<file path="src/rtl/dift_trap_ctrl.sv">
// DIFT tag-check trap receiver: turns the tag check unit's single-cycle trap
// pulse into a held exception request, captures cause/PC for software,
// counts violations (saturating) and flags traps that arrive while a cause
// is still held.
module dift_trap_ctrl #(
  parameter int TRAP_TYPE_W = 3,
  parameter int CNT_W       = 16,
  parameter int PC_W        = 32
) (
  input  logic                   clk,
  input  logic                   rst,
  input  logic                   enable_i,
  input  logic                   trap_i,
  input  logic [TRAP_TYPE_W-1:0] trap_type_i,
  input  logic [PC_W-1:0]        pc_i,
  input  logic                   ctrl_ack_i,
  input  logic                   clr_i,
  output logic                   trap_req_o,
  output logic                   halt_o,
  output logic                   cause_valid_o,
  output logic [TRAP_TYPE_W-1:0] cause_type_o,
  output logic [PC_W-1:0]        cause_pc_o,
  output logic                   overflow_o,
  output logic [CNT_W-1:0]       trap_cnt_o
);

  localparam logic [1:0] IDLE = 2'd0;
  localparam logic [1:0] REQ  = 2'd1;
  localparam logic [1:0] HELD = 2'd2;

  logic [1:0]       state;
  logic             trap_seen;
  logic [CNT_W-1:0] cnt_inc;

  // Qualified trap and saturating increment value
  always_comb begin
    trap_seen = enable_i & trap_i;
    cnt_inc   = (trap_cnt_o == '1) ? trap_cnt_o : trap_cnt_o + 1'b1;
  end

  // Trap FSM with registered request, cause capture, overflow and counter
  always_ff @(posedge clk) begin
    if (rst) begin
      state         <= IDLE;
      trap_req_o    <= 1'b0;
      halt_o        <= 1'b0;
      cause_valid_o <= 1'b0;
      cause_type_o  <= '0;
      cause_pc_o    <= '0;
      overflow_o    <= 1'b0;
      trap_cnt_o    <= '0;
    end else begin
      case (state)
        IDLE: begin
          if (trap_seen) begin
            state         <= REQ;
            trap_req_o    <= 1'b1;
            halt_o        <= 1'b1;
            cause_valid_o <= 1'b1;
            cause_type_o  <= trap_type_i;
            cause_pc_o    <= pc_i;
            trap_cnt_o    <= cnt_inc;
          end
        end
        REQ: begin
          // Traps and clears are ignored until the controller acknowledges
          if (ctrl_ack_i) begin
            state      <= HELD;
            trap_req_o <= 1'b0;
            halt_o     <= 1'b0;
          end
        end
        HELD: begin
          if (trap_seen && clr_i) begin
            state         <= REQ;
            trap_req_o    <= 1'b1;
            halt_o        <= 1'b1;
            cause_valid_o <= 1'b1;
            cause_type_o  <= trap_type_i;
            cause_pc_o    <= pc_i;
            overflow_o    <= 1'b0;
            trap_cnt_o    <= cnt_inc;
          end else if (trap_seen) begin
            overflow_o <= 1'b1;
            trap_cnt_o <= cnt_inc;
          end else if (clr_i) begin
            state         <= IDLE;
            cause_valid_o <= 1'b0;
            overflow_o    <= 1'b0;
          end
        end
        default: begin
          state         <= IDLE;
          trap_req_o    <= 1'b0;
          halt_o        <= 1'b0;
          cause_valid_o <= 1'b0;
          overflow_o    <= 1'b0;
        end
      endcase
    end
  end

endmodule
</file>
<file path="config.mk">
export PLATFORM = sky130hd
export DESIGN_NAME = dift_trap_ctrl
export DESIGN_NICKNAME = d
export VERILOG_FILES = /design/src/rtl/dift_trap_ctrl.sv
export SDC_FILE = /design/constraint.sdc
export NUM_CORES = 1
export LEC_CHECK = 0
export BUFFER_PORTS_ARGS = -buffer_cell sky130_fd_sc_hd__buf_2
export CORE_MARGIN = 3
export CORE_UTILIZATION = 47
export DETAILED_ROUTE_END_ITERATION = 8
export PLACE_DENSITY = 0.78
export SLEW_MARGIN = 20
export SYNTH_ARGS = -nofsm -noshare
export SYNTH_HDL_FRONTEND = slang
export SYNTH_SLANG_ARGS = --single-unit
</file>
<file path="constraint.sdc">
create_clock -name clk -period 2.1 [get_ports clk]
set_input_delay 0.63 -clock clk [delete_from_list [all_inputs] [get_ports clk]]
set_output_delay 0.63 -clock clk [all_outputs]
set_load 0.05 [all_outputs]
</file>
==> metrics.log <==
INFO  metric run_status = completed
INFO  metric totalNegativeSetupSlack = 0 ns
INFO  metric synth_ff_type = dfxtp_1
INFO  metric synthesis.nets = ~320
INFO  metric placeableCoreArea = 0.004564 mm2
INFO  metric global_route_wire_length_before_repair = roughly 9600 um
INFO  metric detail_route.first_pass.iterations = 4
INFO  metric globalRouteOverflowTotal = 0
INFO  metric yosys.area.top_type_share = 48.30%
INFO  metric hpwl_detailed = 4204 um
INFO  metric clock-sinks = 56
INFO  metric crit_slowest_cell = dfxtp_1
INFO  metric gp_routability_congestion = 0.8387
INFO  metric post-route-worst-setup-slack = roughly 0.27 ns
INFO  metric post_route_cells_drive_above_1_share = 32.18%
INFO  metric path_max_fanout = 5
INFO  metric path_cells = ha_1 -> nand4b_1 -> nor4_1 -> buf_4 -> a31oi_1 -> a211oi_1
INFO  metric synth_cell_type_count = 39
INFO  metric number_of_instances_in_the_synthesized_netlist = 280
INFO  metric maximum_number_of_pins_on_one_net_before_global_route_repair = 37
INFO  metric power_density = a little over 700 mW/mm2
INFO  metric cts_tree = yes
INFO  metric ys_top_cells_by_area = dfxtp_1 (48%), nand2_1 (12%), a21oi_1 (10%)
INFO  metric die_height = approximately 76 um
INFO  metric floorplan.rows = 24
INFO  metric drt-total-wl = around 5600 um
INFO  metric clock-root-buffer = clkbuf_8
INFO  metric maxClockFrequency = about 550 MHz
INFO  metric power.ir.vdd_worst = between 0.4 and 0.5 mV
INFO  metric post_cts.resized_instances = 0
INFO  metric max-cap-violations = 0
INFO  metric dieArea = between 0.005 and 0.006 mm2
INFO  metric worst_setup_hold_path_clk_slew = roughly 0.090 ns
INFO  metric finalCoreUtilization = around 66%
INFO  metric antenna_cells_inserted = 0
INFO  metric initial_antenna_violation_count = 0
INFO  metric max_slew_violation_count = 0
INFO  metric crit_path_max_incr_delay = 0.36 ns
INFO  metric place_ws = 0.1576 ns
INFO  metric port_buffers = between 90 and 100
INFO  metric synth_seq_area_share = between 40% and 50%
INFO  metric design_area = 0.002997 mm2
INFO  metric floorplan.initialDensity = 50.85%
INFO  metric power_leakage = around 1.3 nW
INFO  metric fin_worst_skew = a little over 0.005 ns
INFO  metric cp.required = 2.32 ns
INFO  metric type_of_the_setup_path_with_the_least_slack = flip-flop to flip-flop
INFO  metric finish.net_count = roughly 420
INFO  metric cts-root-to-sink-buffers = 2
INFO  metric horizontal_extent_of_the_die = between 70 and 80 um
INFO  metric global_route.usage.met3 = about 6.4%
INFO  metric io_pins = between 90 and 100
INFO  metric timing.slew.headroom = ~67%
INFO  metric final_antenna_net_count = 0
INFO  metric ys_async_sr_fraction = 0%
INFO  metric grt.total_usage = between 10% and 20%
INFO  metric final.min_clock_period = between 1.5 and 2 ns
INFO  metric critPathCaptureType = flip-flop
INFO  metric cp-start-kind = flip-flop
INFO  metric detail_route.wl_per_cell = between 10 and 15 um
INFO  metric remaining_drc_errors = 0
INFO  metric power = roughly 2.2 mW
INFO  metric routed_via_density = 5.206
INFO  metric hp-class = flip-flop to flip-flop
INFO  metric post_synth_instance_area = about 0.0023 mm2
INFO  metric synthesis.area_per_instance = a little over 8 um2
INFO  metric min_period_over_period = a little under 90%
INFO  metric setup-violations-final = 0
INFO  metric clkLatencyLatePin = around 0.30 ns
INFO  metric cts.repair_timing.setup_buffer_count = 0
INFO  metric grt.met2_usage = a little over a third
INFO  metric synth_enable_flop_cells = 0
INFO  metric groute.layer.met1.usage = between 20% and 30%
INFO  metric busiest_layer = met2
INFO  metric htreeDepth = 2
INFO  metric routed-via-count = between 2000 and 2500
INFO  metric synth.largest_area_cell = dfxtp_1
INFO  metric ctsHoldBuffers = 0
INFO  metric crit_arrival = between 2 and 2.5 ns
INFO  metric number_of_global_route_vias_before_repair = between 2000 and 2500
INFO  metric max_slew.worst_pin.slew = between 0.4 and 0.5 ns
INFO  metric synth_warnings = 0
INFO  metric ys_ff_latch = 56
INFO  metric num_cts_buffers = 5
INFO  metric detail_route.iter0.violations = 76
INFO  metric area_delta_synth_final = 29.11%
INFO  metric report.final.hold_viol_count = 0
INFO  metric grt_setup_unrepaired = false
INFO  metric dpl_cell_area = between 0.002 and 0.003 mm2
[registers in the layout, summed over array words and instances, names as in the netlist]
signal / count
cause_pc_o: 32
trap_cnt_o: 16
cause_type_o: 3
state: 2
cause_valid_o: 1
halt_o: 1
overflow_o: 1
[kinds of logic (layout without fill, tap and decap cells)]
family / Yosys count / after routing / share of synthesized area [%]
muxes: 3 / 3 / 1.402
buffers and inverters: 20 / 116 / 4.151
DFF: 56 / 56 / 48.30
adders and majority gates: 1 / 1 / 0.5390
AOI/OAI and AO/OA: 68 / 68 / 16.55
and+or+nand+nor: 132 / 132 / 29.06
[worst max-delay path: cells and delay by family (launching register included)]
family                     cells  cell delay, ns
buffers and inverters          1            0.20
AOI/OAI and AO/OA              2            0.30
adders and majority gates      1            0.29
and+or+nand+nor                2            0.61
DFF                            1            0.36
[Yosys cell counts, types with 2 or more instances]
master    instances
clkbuf_1         11
dfxtp_1          56
or2_2             2
buf_2             2
o31ai_1           7
nand3_1           6
o21ai_0           4
nand2b_1          3
a21oi_1          47
nor4_4            2
nand4_1           3
nor4_1            3
a31oi_1           4
or3_1             3
nand4_2           2
and3_1            2
nor3_1            5
mux2_2            2
nor2b_1           4
nor2_1            8
buf_6             2
nand2_1          77
or4_1             6
inv_1             4
[power breakdown]
group          internal [mW]  switching [mW]
Clock                  0.354           0.335
Combinational          0.103           0.247
Sequential              1.10          0.0201
Total                   1.56           0.602
[cell usage in the layout, fill, tap and decap left out, drive strengths merged, types with 2 or more instances in the layout]
master / Yosys / routed
nor4: 5 / 5
mux2: 2 / 2
nor2b: 4 / 4
dfxtp: 56 / 56
or2: 2 / 2
nor3: 5 / 5
o21ai: 5 / 5
or3: 3 / 3
nor2: 8 / 8
nand2b: 3 / 3
o31ai: 7 / 7
a21oi: 47 / 47
inv: 4 / 4
clkbuf: 11 / 6
and3: 2 / 2
nand3: 7 / 7
a31oi: 4 / 4
buf: 5 / 104
nand4: 5 / 5
or4: 6 / 6
nand2: 77 / 77
[metrics by stage]
step	hold slack (ns)	instances
global placement	0.4387	433
floorplan	0.4784	280
global route	0.4781	441
CTS	0.4582	441
detailed placement	0.4445	433
finish	0.4550	441
[final timing paths]
kind	from	endpoint	slack [ns]	cells past startpoint
setup / recovery	trap_cnt_o[0]$_SDFFE_PP0P_	trap_cnt_o[14]$_SDFFE_PP0P_	0.27	6
hold / removal	cause_pc_o[1]$_SDFFE_PP0P_	cause_pc_o[1]$_SDFFE_PP0P_	0.46	2
setup reg to reg	trap_cnt_o[0]$_SDFFE_PP0P_	trap_cnt_o[14]$_SDFFE_PP0P_	0.27	6
hold reg to reg	cause_pc_o[1]$_SDFFE_PP0P_	cause_pc_o[1]$_SDFFE_PP0P_	0.46	2
[cell type report]
cell class / count / area, um2
fillers: 425 / 1568
flip-flops and latches: 56 / 1121
multi-input cells: 204 / 1104
repair buffers: 104 / 568.0
well taps: 65 / 81.33
clock buffers: 6 / 72.57
clock inverters: 2 / 35.03
inverters: 4 / 15.01
[per-layer routing]
metal	part of all wire (%)	vias up
met5	0	-
met4	2.3	0
met1	42	1051
met3	7.7	12
met2	48	68
li1	-	1165
No activity file was read; power rests on OpenSTA's default activity.
